### src/rtl/serial_tx_pkg.sv
// Shared definitions for the serial transmit controller: FSM state codes,
// line levels and a frame-length helper. Optional parity: SERIAL_TX_PARITY_EN.
package serial_tx_pkg;

   localparam logic [2:0] S_IDLE   = 3'd0;
   localparam logic [2:0] S_START  = 3'd1;
   localparam logic [2:0] S_DATA   = 3'd2;
   localparam logic [2:0] S_PARITY = 3'd3;
   localparam logic [2:0] S_STOP   = 3'd4;

   localparam logic LINE_IDLE  = 1'b1;
   localparam logic LINE_START = 1'b0;

   // Clock cycles from first start-bit cycle to last stop-bit cycle.
   function automatic int unsigned frame_len(
      input int unsigned dw,
      input int unsigned cpb,
      input bit          par_en
   );
      return (dw + (par_en ? 32'd3 : 32'd2)) * cpb;
   endfunction

endpackage

### src/rtl/baud_tick_counter.sv
// Bit-period timer: counts 0..CLKS_PER_BIT-1 while run=1, clears when run=0.
// Ports: clk, reset (async high), run; tc = count at its last value.
module baud_tick_counter #(
   parameter int CLKS_PER_BIT = 4
) (
   input  logic clk,
   input  logic reset,
   input  logic run,
   output logic tc
);

   localparam int CW = $clog2(CLKS_PER_BIT + 1);
   localparam logic [CW-1:0] LAST = CW'(CLKS_PER_BIT - 1);

   logic [CW-1:0] r_cnt;

   always_ff @(posedge clk or posedge reset) begin
      if (reset) begin
         r_cnt <= '0;
      end else if (!run || tc) begin
         r_cnt <= '0;
      end else begin
         r_cnt <= r_cnt + 1'b1;
      end
   end

   // With CLKS_PER_BIT=1 the counter never leaves 0, so tc is constant 1.
   assign tc = (r_cnt == LAST);

endmodule

### src/rtl/serial_tx_controller.sv
// Byte-to-serial frame transmitter: start, data LSB first, [parity], stop.
// Ports: clk, reset (async high); tx_data/tx_valid/tx_ready producer
// handshake, gen_odd_par parity select; tx_serial line (idles high),
// tx_busy (frame in progress), tx_done (last stop-bit cycle).
// Optional parity slot enabled by defining SERIAL_TX_PARITY_EN.
module serial_tx_controller
   import serial_tx_pkg::*;
#(
   parameter int DATA_WIDTH   = 8,
   parameter int CLKS_PER_BIT = 4
) (
   input  logic                  clk,
   input  logic                  reset,
   input  logic [DATA_WIDTH-1:0] tx_data,
   input  logic                  tx_valid,
   output logic                  tx_ready,
   input  logic                  gen_odd_par,
   output logic                  tx_serial,
   output logic                  tx_busy,
   output logic                  tx_done
);

   localparam int BW = $clog2(DATA_WIDTH + 1);
   localparam logic [BW-1:0] BIT_LAST = BW'(DATA_WIDTH - 1);

   logic [2:0]            r_state;
   logic [2:0]            w_state_nxt;
   logic [DATA_WIDTH-1:0] r_shift;
   logic [DATA_WIDTH-1:0] w_shift_nxt;
   logic [BW-1:0]         r_bit;
   logic [BW-1:0]         w_bit_nxt;
   logic                  r_serial;
   logic                  r_ready;
   logic                  w_line_nxt;
   logic                  w_run;
   logic                  w_tc;
   logic                  w_hs;

`ifdef SERIAL_TX_PARITY_EN
   logic                  r_par;
   logic                  w_par_nxt;
`else
   logic                  w_unused_par;
   assign w_unused_par = gen_odd_par;
`endif

   assign w_run = (r_state != S_IDLE);
   assign w_hs  = tx_valid & r_ready;

   baud_tick_counter #(
      .CLKS_PER_BIT(CLKS_PER_BIT)
   ) u_baud (
      .clk  (clk),
      .reset(reset),
      .run  (w_run),
      .tc   (w_tc)
   );

   always_comb begin
      w_state_nxt = r_state;
      w_shift_nxt = r_shift;
      w_bit_nxt   = r_bit;
`ifdef SERIAL_TX_PARITY_EN
      w_par_nxt   = r_par;
`endif
      unique case (r_state)
         S_IDLE: begin
            if (w_hs) begin
               w_state_nxt = S_START;
               w_shift_nxt = tx_data;
`ifdef SERIAL_TX_PARITY_EN
               w_par_nxt   = (^tx_data) ^ gen_odd_par;
`endif
            end
         end
         S_START: begin
            if (w_tc) w_state_nxt = S_DATA;
         end
         S_DATA: begin
            if (w_tc) begin
               w_shift_nxt = r_shift >> 1;
               if (r_bit == BIT_LAST) begin
                  w_bit_nxt = '0;
`ifdef SERIAL_TX_PARITY_EN
                  w_state_nxt = S_PARITY;
`else
                  w_state_nxt = S_STOP;
`endif
               end else begin
                  w_bit_nxt = r_bit + 1'b1;
               end
            end
         end
`ifdef SERIAL_TX_PARITY_EN
         S_PARITY: begin
            if (w_tc) w_state_nxt = S_STOP;
         end
`endif
         S_STOP: begin
            if (w_tc) w_state_nxt = S_IDLE;
         end
         default: begin
            w_state_nxt = S_IDLE;
         end
      endcase
   end

   // The line is registered from the next state so each bit appears in the
   // same cycle its state becomes current.
   always_comb begin
      w_line_nxt = LINE_IDLE;
      case (w_state_nxt)
         S_START:  w_line_nxt = LINE_START;
         S_DATA:   w_line_nxt = w_shift_nxt[0];
`ifdef SERIAL_TX_PARITY_EN
         S_PARITY: w_line_nxt = w_par_nxt;
`endif
         default:  w_line_nxt = LINE_IDLE;
      endcase
   end

   always_ff @(posedge clk or posedge reset) begin
      if (reset) begin
         r_state  <= S_IDLE;
         r_shift  <= '0;
         r_bit    <= '0;
         r_serial <= LINE_IDLE;
         r_ready  <= 1'b1;
`ifdef SERIAL_TX_PARITY_EN
         r_par    <= 1'b0;
`endif
      end else begin
         r_state  <= w_state_nxt;
         r_shift  <= w_shift_nxt;
         r_bit    <= w_bit_nxt;
         r_serial <= w_line_nxt;
         r_ready  <= (w_state_nxt == S_IDLE);
`ifdef SERIAL_TX_PARITY_EN
         r_par    <= w_par_nxt;
`endif
      end
   end

   assign tx_ready  = r_ready;
   assign tx_serial = r_serial;
   assign tx_busy   = w_run;
   assign tx_done   = (r_state == S_STOP) & w_tc;

endmodule

### config.mk
export PLATFORM = sky130hd
export DESIGN_NAME = serial_tx_controller
export DESIGN_NICKNAME = d
export VERILOG_FILES = /design/src/rtl/serial_tx_pkg.sv /design/src/rtl/baud_tick_counter.sv /design/src/rtl/serial_tx_controller.sv
export SDC_FILE = /design/constraint.sdc
export NUM_CORES = 1
export LEC_CHECK = 0
export ABC_CLOCK_PERIOD_IN_PS = 2600
export BUFFER_PORTS_ARGS = -buffer_cell sky130_fd_sc_hd__buf_2
export CAP_MARGIN = 20
export CORE_MARGIN = 1
export CORE_UTILIZATION = 51
export DETAILED_ROUTE_END_ITERATION = 7
export PLACE_DENSITY_LB_ADDON = 0.2
export SKIP_LAST_GASP = 1
export SYNTH_ARGS = -nofsm -noshare
export SYNTH_HDL_FRONTEND = slang
export SYNTH_SLANG_ARGS = --single-unit
### constraint.sdc
create_clock -name clk -period 2.6 [get_ports clk]
set_input_delay 0.13 -clock clk [delete_from_list [all_inputs] [get_ports clk]]
set_output_delay 0.13 -clock clk [all_outputs]
set_load 0.02 [all_outputs]
; After elaboration in Yosys (flattened, before gate mapping)
; Cells that the tools add are included.
[totals]
reg_bits = 20
elab_cells = 40
out_inout_bits = 4
[classes]
muxes = 12
addsub = 2
n_reduce_logical = 8
bitwise = 2
eq_ne = 9
[op_table]
columns = op, n
row1 = 3-bit two-way mux, 6
row2 = 8-bit two-way mux, 2
row3 = 8-bit one-hot mux with 2 select lines, 1
row4 = 3-bit one-hot mux with 4 select lines, 1
row5 = "3-bit by 2-bit == test with 1-bit output, second input constant", 3
row6 = "3-bit by 1-bit == test with 1-bit output, second input constant", 2
row7 = 3-bit logical NOT, 2
row8 = "4-bit by 1-bit adder with 4-bit output, second input constant", 1
row9 = "4-bit by 3-bit == test with 1-bit output, second input constant", 1
row10 = 4-bit two-way mux, 1
row11 = "3-bit by 1-bit adder with 3-bit output, second input constant", 1
row12 = "3-bit == test, second input constant", 1
row13 = 3-bit AND reduction, 1
row14 = 3-bit nonzero test, 1
row15 = 1-bit bitwise AND, 2
row16 = "2-bit by 1-bit inequality test with 1-bit output, second input constant", 1
row17 = "2-bit inequality test, second input constant", 1
row18 = 1-bit one-hot mux with 2 select lines, 1
row19 = 2-bit AND reduction, 1
row20 = 2-bit nonzero test, 1
row21 = 1-bit logical NOT, 1
row22 = 1-bit logical OR, 1

; Logic depth before layout (Yosys ltp)
; Gate-level depths: netlist of the first run.
[depth]
depth_word = 6
ltp_mapped = 6
ltp_nobuf = 5

; Cells and area by module
; From an unflattened synthesis of the first run, not the netlist that was laid out.
[unflattened]
hier_cells = 81
hier_area_um2 = 954.7
[by_module_without_submodules]
columns = module, area_per_inst_um2, n_inst, cells_each
row1 = serial_tx_controller, 823.3, 1, 71
row2 = baud_tick_counter, 131.4, 1, 10

; Worst setup path after synthesis of the first run
; No wires, ideal clock.
[synth_timing]
kind = register to register
startpoint = reg u_baud.r_cnt[0]
endpoint = reg r_ready (netlist: tx_ready)
arrival_time_ps = 1541
path_slack_ps = 975
t_required_ps = 2516
synth_period_minus_slack_ps = 1625
path_stages_with_launch = 6
cell_sequence = dfrtp_1 -> ha_1 -> ha_1 -> or4b_2 -> o21ai_2 -> nor3_1
[synth_between]
elab_chain_len = 4
elab_cells_between_ends = 6
cone_classes = eq/ne: 1 / mux: 4 / reduce/logical: 1
[synth_rtl]
columns = item, line
row1 = "start, declared", baud_tick_counter.sv:15  ; logic [CW-1:0] r_cnt;
row2 = "start signal, assigned", baud_tick_counter.sv:23  ; r_cnt <= r_cnt + 1'b1;
row3 = 3-bit by 2-bit == test with 1-bit output *, baud_tick_counter.sv:28  ; assign tc = (r_cnt == LAST);
row4 = 3-bit two-way mux (on tied branches), "serial_tx_controller.sv:100, serial_tx_controller.sv:77, serial_tx_controller.sv:80"
row5 = 3-bit one-hot mux with 4 select lines *, serial_tx_controller.sv:66  ; unique case (r_state)
row6 = named net w_state_nxt[0], serial_tx_controller.sv:27  ; logic [2:0] w_state_nxt;
row7 = 3-bit logical NOT *, serial_tx_controller.sv:137  ; r_ready <= (w_state_nxt == S_IDLE);
row8 = "end signal, assigned", serial_tx_controller.sv:137
row9 = "end, declared", serial_tx_controller.sv:33  ; logic r_ready;
; The timed path passes the listed nets; every way through them passes the cells marked *.
; A chain may end at the register's enable or synchronous reset.

; Final worst setup path of the first run
[layout_timing]
startpoint = reg u_baud.r_cnt[0]
endpoint = reg r_shift[4]
[layout_between]
elab_chain_len = 3
[layout_rtl]
columns = item, line
row1 = 3-bit by 2-bit == test with 1-bit output, baud_tick_counter.sv:28
row2 = 2-bit by 1-bit inequality test with 1-bit output (no source line), -
row3 = 3-bit AND reduction (no source line), -
row4 = "end signal, assigned", serial_tx_controller.sv:134  ; r_shift <= w_shift_nxt;
row5 = "end, declared", serial_tx_controller.sv:28  ; logic [DATA_WIDTH-1:0] r_shift;
; Every way passes these cells.

==> results.toml, run 1 <==
[setup_path]
crit_path_max_incr_delay_ns = 0.40
crit_required_ns = 2.85
worst_path_most_repeated_cell = "ha_1"
crit_chain = "ha_1, ha_1, and4bb_4, a21oi_1, a221o_1"
cp_top_family = "compound AO/OA/AOI/OAI gates"
worstSetupPathType = "flip-flop to flip-flop"
crit_path_end_kind = "flip-flop"
path_max_fanout = 14
critPathBufInv = 0
critPathSlowestCell = "dfrtp_1"
cp.arrival_ns = 2.00
startpoint_type = "flip-flop"

[cts]
cts_buffers = 3
numClockSinks = 20
h-tree-depth = 1
clk_pin_slew_worst_paths_ns = 0.13
root_buffer = "clkbuf_4"
clock_path_buffers = 2
cts_tree = "done"
worst_skew_pair.late_latency_ns = 0.31
cts.repair.resized = 0

[logic_synthesis]
yosysTopAreaCell = "dfrtp_1"
synth_top_area_share_pct = 47.0
synth-edff-count = 0
yosysWarningCount = 0
synth_area_leaders = "dfrtp_1 (47%), dfstp_2 (5.5%), a221o_1 (5.2%)"
syn_avg_cell_area_um2 = 12.0
syn-num-nets = 96
synth_seq_cells = 20
async_flop_share_pct = 100
synth_area_um2 = 958
synthFlopType = "dfrtp_1"
ys_seq_area_share_pct = 52.5
synth_cells = 80
ys_types = 36

[power]
p_leak_nw = 0.502
p_comb_share_pct = 31.9
vdd_ir_drop_max_mv = 0.524
p_sw_uw = 362
power_frac_clock_pct = 23.2
seqPwrFrac_pct = 44.9
power.density_nw_per_um2 = 993
p_int_uw = 741
switching_share_pct = 32.8

[place]
globalplace.congestion = 0.783
portBuffers = 14
dpl.hpwl_mm = 1.15

[grt]
antenna_found_initial = 0
grt-ovfl-total = 0
grt_pass1_wl_mm = 2.52
grt_util_all_layers_pct = 17.7
grt_max_degree = 21
grt_pass1_vias = 583

[timing]
fin_tns_setup_ns = 0
timing.final.max_slew_violations = 0
rsz0062_at_grt = "false"
max_freq_mhz = 571
skew_ns = 0.0140
timing.final.crit_share_pct = 67.4
relSlewSlack_pct = 51.6
worst_pin_slew_ns = 0.725
setup_viol = 0
final.min_clock_period_ns = 1.75
finalHoldViolations = 0

[die]
rows = 15
die_h_um = 45.4
coreArea_um2 = 1750
pin_count = 16
start_util_pct = 54.9
fp.dieW_um = 45.4
die_area_um2 = 2060

[routing]
drcViolationCount = 0
drt_iter0_drc = 11
dr.pass1.iters = 3
via_per_inst = 5.46
drt-total-wl_mm = 1.64
avgRoutedWirePerCell_um = 13.4
vias = 672
ant_nets = 0

[run]
maxCapViolCount = 0

[run_status]
outcome = "finished, final reports clean"

[finish]
syn2layout_area_growth_pct = 15.9
drive_above_1_share_pct = 30.6
layout_common_cells = "dfrtp_1 (18), buf_2 (14), inv_1 (6)"
nNetsFinal = 115
nFillCells = 155
utilization_pct = 63.7
final_common_cell = "dfrtp_1"
n_antenna_cell = 0

[hold_path]
hold_class = "input port to flip-flop"
[kinds of logic (layout without fill, tap and decap cells)]
| logic type | after synthesis | count (layout) | synth area share, % |
|---|---|---|---|
| and+or+nand+nor | 30 | 30 | 22.2 |
| DFF | 20 | 20 | 52.5 |
| AOI/OAI and AO/OA | 16 | 16 | 13.3 |
| buffers and inverters | 7 | 25 | 3.52 |
| adders and majority gates | 4 | 4 | 5.22 |
| muxes | 2 | 2 | 2.35 |
| xor gates and xnor gates | 1 | 1 | 0.914 |
[routing by layer]
metal  vias to the layer above  wire, um  GRT usage, %
met5                         -         0             0
met4                         0        14          9.09
met3                         2        39          3.60
met2                        10       758          26.7
met1                       328       830          24.2
li1                        332         -             -
[synth_stat cells (2+ instances only)]
cell type and instances:
inv_1 6, dfstp_2 2, dfrtp_1 18, and2_1 3
nor2_1 3, nor3_1 3, nand2_1 3, a221o_1 5
ha_1 4, nand3_1 3, and2_0 3, mux2_2 2
o21ai_0 2
[cell type report]
class                      instances  area [um2]  area share, %
inverter                           6        22.5           2.03
sequential                        20         503           45.3
multi-input combinational         53         422           38.0
timing repair buffer              15        80.1           7.21
tap                               25        31.3           2.82
clock inverter                     1        30.0           2.70
clock buffer                       3        22.5           2.03
[worst paths after layout]
check	startpoint	to	cells past startpoint	slack, ns
max in group asynchronous	reset	u_baud.r_cnt[2]	3	1.66
min in group asynchronous	reset	r_shift[5]	3	0.47
setup reg to reg	u_baud.r_cnt[0]	r_shift[4]	5	0.85
hold reg to reg	u_baud.r_cnt[0]	u_baud.r_cnt[0]	1	0.45
hold / removal	tx_data[3]	r_shift[3]	2	0.05
setup / recovery	u_baud.r_cnt[0]	r_shift[4]	5	0.85
[power groups by stage]
stage / Combinational [mW] / Sequential [mW] / Clock [mW]
2_1_floorplan: 0.254 / 0.507 / 0
3_3_place_gp: 0.346 / 0.493 / 0
3_5_place_dp: 0.352 / 0.501 / 0
4_1_cts: 0.357 / 0.495 / 0.261
5_1_grt: 0.396 / 0.508 / 0.272
6_report: 0.352 / 0.496 / 0.256
[state kept, by name, summed over array words and instances (netlist names)]
| register | count |
|---|---|
| r_shift | 8 |
| r_state | 3 |
| tx_serial | 1 |
| u_baud.r_cnt | 3 |
| r_bit | 4 |
| tx_ready | 1 |
[metrics by stage]
stage          instance area [um2]  worst slack, ns  power, mW  cells  hold WS [ns]
3_5_place_dp                  1050            0.890      0.853    118         0.291
2_1_floorplan                  958            0.975      0.762     80        0.0923
4_1_cts                       1110            0.832       1.11    123        0.0376
3_3_place_gp                  1050            0.903      0.839    118         0.287
6_report                      1110            0.847       1.10    123        0.0481
5_1_grt                       1110            0.745       1.18    123        0.0414
[repair_timing]
item / CTS / global route
hold buffers: 1 / 0
endpoints found under the hold margin: 18 / 0
setup buffers: 0 / 0
Note: power is estimated with default switching activity, not from simulation.
==> run 2: changes to the inputs <==
--- a/config.mk
+++ b/config.mk
@@ -5,11 +5,12 @@
 export SDC_FILE = /design/constraint.sdc
 export NUM_CORES = 1
 export LEC_CHECK = 0
-export ABC_CLOCK_PERIOD_IN_PS = 2600
+export ABC_AREA = 1
+export ABC_CLOCK_PERIOD_IN_PS = 1500
 export BUFFER_PORTS_ARGS = -buffer_cell sky130_fd_sc_hd__buf_2
 export CAP_MARGIN = 20
 export CORE_MARGIN = 1
-export CORE_UTILIZATION = 51
+export CORE_UTILIZATION = 49
 export DETAILED_ROUTE_END_ITERATION = 7
 export PLACE_DENSITY_LB_ADDON = 0.2
 export SKIP_LAST_GASP = 1
==> constraint.sdc (replaced) <==
create_clock -name clk -period 1.5 [get_ports clk]
set_input_delay 0.075 -clock clk [delete_from_list [all_inputs] [get_ports clk]]
set_output_delay 0.075 -clock clk [all_outputs]
set_load 0.02 [all_outputs]
==> results.toml, run 2 <==
[setup_path]
worstSetupPathType = "flip-flop to output pin"
crit_start = "u_baud.r_cnt[0]"
crit_chain = "ha_2, ha_4, inv_4, buf_6, nor2_4, buf_6"
r2r_start = "u_baud.r_cnt[0]"
worst_path_most_repeated_cell = "buf_6"
crit_path_max_incr_delay_ns = 0.40
path_max_fanout = 2
critPathSlowestCell = "dfrtp_1"
crit_path_end_kind = "output pin"
startpoint_type = "flip-flop"
cp.arrival_ns = 1.40
crit_required_ns = 1.42
critPathBufInv = 3
cp_top_family = "flip-flops"

[timing]
finalHoldViolations = 0
timing.final.max_slew_violations = 0
relSlewSlack_pct = 81.7
fin_tns_setup_ns = 0
max_freq_mhz = 679
fin_ws_ns = 0.0269
fin_hold_ws_ns = 0.0984
timing.final.crit_share_pct = 98.2
setup_viol = 0
skew_ns = 0.00497
final.min_clock_period_ns = 1.47
worst_pin_slew_ns = 0.274
rsz0062_at_grt = "true"

[logic_synthesis]
synth_seq_cells = 20
synth-edff-count = 0
yosysWarningCount = 0
ys_types = 17
synth_area_leaders = "dfrtp_1 (45%), nand2_1 (16%), nor2_1 (5.6%)"
synth_area_um2 = 1000
async_flop_share_pct = 100
synth.most_common_cell = "nand2_1"
ys_seq_area_share_pct = 50.2
synth_top_area_share_pct = 44.9
yosysTopAreaCell = "dfrtp_1"
syn-num-nets = 139
synth_common_cells = "nand2_1 (44), dfrtp_1 (18), nor2_1 (15)"
syn_avg_cell_area_um2 = 8.15
synth_cells = 123
synthFlopType = "dfrtp_1"

[finish]
drive_above_1_share_pct = 27.8
largest-register = "r_shift"
nNetsFinal = 168
largest_reg_flops = 8
multi_input_area_um2 = 483
reg.largest.list = "r_shift x8, r_bit x4"
final_common_cell = "nand2_1"
fin_cells = 176
regArea_um2 = 503
n_antenna_cell = 0
nFillCells = 152
layout_common_cells = "nand2_1 (44), dfrtp_1 (18), nor2_1 (14)"
syn2layout_area_growth_pct = 25.6

[grt]
antenna_found_initial = 0
grt_util_met1_pct = 26.3
grtUsageMet2_pct = 29.3
grt_pass1_wl_mm = 2.92
grt-ovfl-total = 0
use_met3_pct = 3.46
grt_pass1_vias = 715
grt.busiest_layer = "met2"
grt_util_all_layers_pct = 19.3
grt_max_degree = 21

[routing]
dr.pass1.iters = 4
drt-total-wl_mm = 1.93
vias = 876
drt_iter0_drc = 28
avgRoutedWirePerCell_um = 11.0
drcViolationCount = 0
via_per_inst = 4.98
ant_nets = 0

[run]
maxCapViolCount = 0

[cts]
cts_tree = "done"
worst_skew_pair.late_latency_ns = 0.29
numClockSinks = 20
clk_pin_slew_worst_paths_ns = 0.11
h-tree-depth = 1
root_buffer = "clkbuf_4"
clock_path_buffers = 2
cts_buffers = 3

[run_status]
outcome = "finished, final reports clean"

[place]
globalplace.congestion = 0.907
dp_slack_ns = 0.0698
dpl.hpwl_mm = 1.38
portBuffers = 14
placed_cells = 167

[die]
fp.dieW_um = 47.2
start_util_pct = 55.1
coreArea_um2 = 1820
die_area_um2 = 2230
pin_count = 16
rows = 15
die_h_um = 47.2

[hold_path]
hold_class = "input port to flip-flop"
worstHoldStart = "tx_data[2]"

[power]
vdd_ir_drop_max_mv = 0.672
p_leak_nw = 0.655
power.density_nw_per_um2 = 1520
run 2: tightest hold or removal path: stages:
cell and delay [ns]:
buf_2 0.07, nand2_1 0.04, nor2_1 0.07, a21oi_1 0.04, nand2_1 0.05
run 2: metrics by stage:
step / power (mW) / area, um2 / utilization [%]
floorplan: 1.35 / 1000 / -
global placement: 1.52 / 1140 / 62.5
detailed placement: 1.56 / 1140 / 62.5
CTS: 1.84 / 1210 / 66.5
global route: 2.08 / 1260 / 69.1
finish: 1.91 / 1260 / 69.1
run 2: worst paths after layout:
kind	slack (ns)	cells after the start	end
max in group asynchronous	0.90	4	tx_serial
min in group asynchronous	0.33	4	r_shift[3]
setup / recovery	0.03	6	tx_done
setup reg to reg	0.05	7	r_bit[3]
hold reg to reg	0.49	2	r_shift[1]
hold / removal	0.1	5	r_shift[2]
run 2: logic make-up after synthesis:
| logic type | synth area share, % |
|---|---|
| buf+inv | 5.62 |
| xor+xnor | 1.62 |
| simple gates | 32.5 |
| flops | 50.2 |
| fa+ha+maj | 4.99 |
| compound gates | 5.12 |
run 2: per-layer routing:
metal  share of wire (%)  vias up
met4                0.62        0
met1                  45      407
met3                 3.6        2
li1                    -      444
met5                   0        -
met2                  50       23
run 2: where the power goes:
part | internal, mW | switching [mW] | leakage, nW
combinational | 0.311 | 0.476 | 0.383
clock | 0.103 | 0.158 | 0.0150
sequential | 0.742 | 0.118 | 0.257
run 2: area by class of cell:
type                       count  area share [%]
clock buffer                   4            2.09
inverter                      12            3.78
multi-input combinational     90            38.4
sequential                    20            40.0
tap                           25            2.49
timing repair buffer          25            13.3
run 2: what timing repair did:
action	4_1_cts	5_1_grt
pin swaps	1	7
hold buffers	2	0
buffers inserted	1	2
gates resized for setup	6	8
setup endpoints to repair	1	3
hold endpoints to repair	19	0
==> run 3: changes to the inputs <==
--- a/config.mk
+++ b/config.mk
@@ -13,6 +13,7 @@
 export CORE_UTILIZATION = 49
 export DETAILED_ROUTE_END_ITERATION = 7
 export PLACE_DENSITY_LB_ADDON = 0.2
+export REMOVE_ABC_BUFFERS = 1
 export SKIP_LAST_GASP = 1
 export SYNTH_ARGS = -nofsm -noshare
 export SYNTH_HDL_FRONTEND = slang
==> results.toml, run 3 (synthesis gave the netlist of run 2 again) <==
[run_status]
outcome = "finished, final reports clean"

[routing]
dr.pass1.iters = 4
met2_wirelength_um = 929
wl_met3_um = 52
via_per_inst = 4.93
drcViolationCount = 0
vias = 862
met1Wirelength_um = 952
drt-total-wl_mm = 1.96
avgRoutedWirePerCell_um = 11.2
drt_iter0_drc = 16
ant_nets = 0
dr.max_layer_used = "met4"

[run]
maxCapViolCount = 0

[setup_path]
path_max_fanout = 2
crit_required_ns = 1.42
rrSetupSlack_ns = 0.06
cp.arrival_ns = 1.39
startpoint_type = "flip-flop"
crit_path_end_kind = "output pin"
worstSetupPathType = "flip-flop to output pin"

[grt]
grt-ovfl-total = 0
grt_pass1_wl_mm = 3.08
grt_max_degree = 21
antenna_found_initial = 0
grt_util_all_layers_pct = 20.2
grt_pass1_vias = 769

[die]
pin_count = 16
die_area_um2 = 2230
rows = 15
start_util_pct = 55.1
fp.dieW_um = 47.2
die_h_um = 47.2
coreArea_um2 = 1820

[timing]
worst_pin_slew_ns = 0.259
timing.final.crit_share_pct = 97.9
setup_viol = 0
max_freq_mhz = 681
final.min_clock_period_ns = 1.47
finalHoldViolations = 0
rsz0062_at_grt = "true"
fin_hold_ws_ns = 0.0839
skew_ns = 0.00815
relSlewSlack_pct = 82.7
timing.final.max_slew_violations = 0

[power]
power.density_nw_per_um2 = 1540
p_leak_nw = 0.653
switching_share_pct = 38.9
p_int_mw = 1.18
p_sw_uw = 752
power_frac_clock_pct = 16.1
p_total_mw = 1.93
seqPwrFrac_pct = 45.1
vdd_ir_drop_max_mv = 0.776
p_comb_share_pct = 38.8

[finish]
reg.largest.list = "r_shift x8, r_bit x4"
nFillCells = 151
regArea_um2 = 503
largest-register = "r_shift"
n_antenna_cell = 0
final_common_cell = "nand2_1"
drive_above_1_share_pct = 27.3
nNetsFinal = 167
largest_reg_flops = 8
multi_input_area_um2 = 483
layout_common_cells = "nand2_1 (44), dfrtp_1 (18), nor2_1 (14)"
syn2layout_area_growth_pct = 25.6
stdcell_area_um2 = 1260
utilization_pct = 69.1

[cts]
h-tree-depth = 1
numClockSinks = 20
cts_tree = "done"
root_buffer = "clkbuf_4"
cts_buffers = 3
clock_path_buffers = 2
worst_skew_pair.late_latency_ns = 0.30
clk_pin_slew_worst_paths_ns = 0.11

[place]
dpl.hpwl_mm = 1.41
globalplace.congestion = 0.898
portBuffers = 14
dpl_cell_area_um2 = 1140

[hold_path]
hold_class = "input port to flip-flop"
run 3: path summary, 6_finish.rpt:
path | end | startpoint | cells after the start
max | tx_done | u_baud.r_cnt[0] | 6
min | r_shift[2] | tx_data[2] | 5
max reg2reg | r_bit[0] | u_baud.r_cnt[0] | 8
min reg2reg | r_shift[2] | r_shift[2] | 2
max in group asynchronous | tx_serial | reset | 4
min in group asynchronous | r_shift[2] | reset | 4
run 3: power groups by stage:
stage          Sequential [mW]  Clock, mW  Combinational (mW)
5_1_grt                  0.891      0.335               0.875
6_report                 0.872      0.311               0.750
2_1_floorplan            0.879          0               0.468
3_5_place_dp             0.869          0               0.691
4_1_cts                  0.860      0.315               0.726
3_3_place_gp             0.861          0               0.667
run 3: metal layers:
layer | up-vias | GRT usage [%]
li1 | 445 | -
met1 | 393 | 26.1
met2 | 19 | 32.1
met3 | 5 | 3.85
met4 | 0 | 10.3
met5 | - | 0
run 3: through the flow:
| stage | TNS (ns) | cells | setup WS [ns] |
|---|---|---|---|
| finish | 0 | 175 | 0.0320 |
| global route | -0.0420 | 175 | -0.0127 |
| CTS | 0 | 175 | 0.0207 |
| detailed placement | 0 | 167 | 0.0716 |
| global placement | 0 | 167 | 0.0981 |
| floorplan | 0 | 122 | 0.153 |
run 3: area by class of cell:
class / instances / share of cell area, %
timing repair buffer: 24 / 12.7
sequential: 20 / 40.0
multi-input combinational: 90 / 38.4
tap: 25 / 2.49
inverter: 12 / 3.58
clock buffer: 4 / 2.88
run 3: worst max-delay path, cell delays in order (launching register included):
cell,delay (ns)
dfrtp_1,0.43
ha_4,0.19
ha_4,0.16
inv_2,0.06
buf_6,0.10
nor2_4,0.03
buf_6,0.12
run 3: timing repair:
action,in CTS,in global routing
setup endpoints to repair,1,10
resized for setup,5,7
hold buffers,2,0
endpoints found under the hold margin,19,0
buffers inserted,2,0
pin swaps,1,3
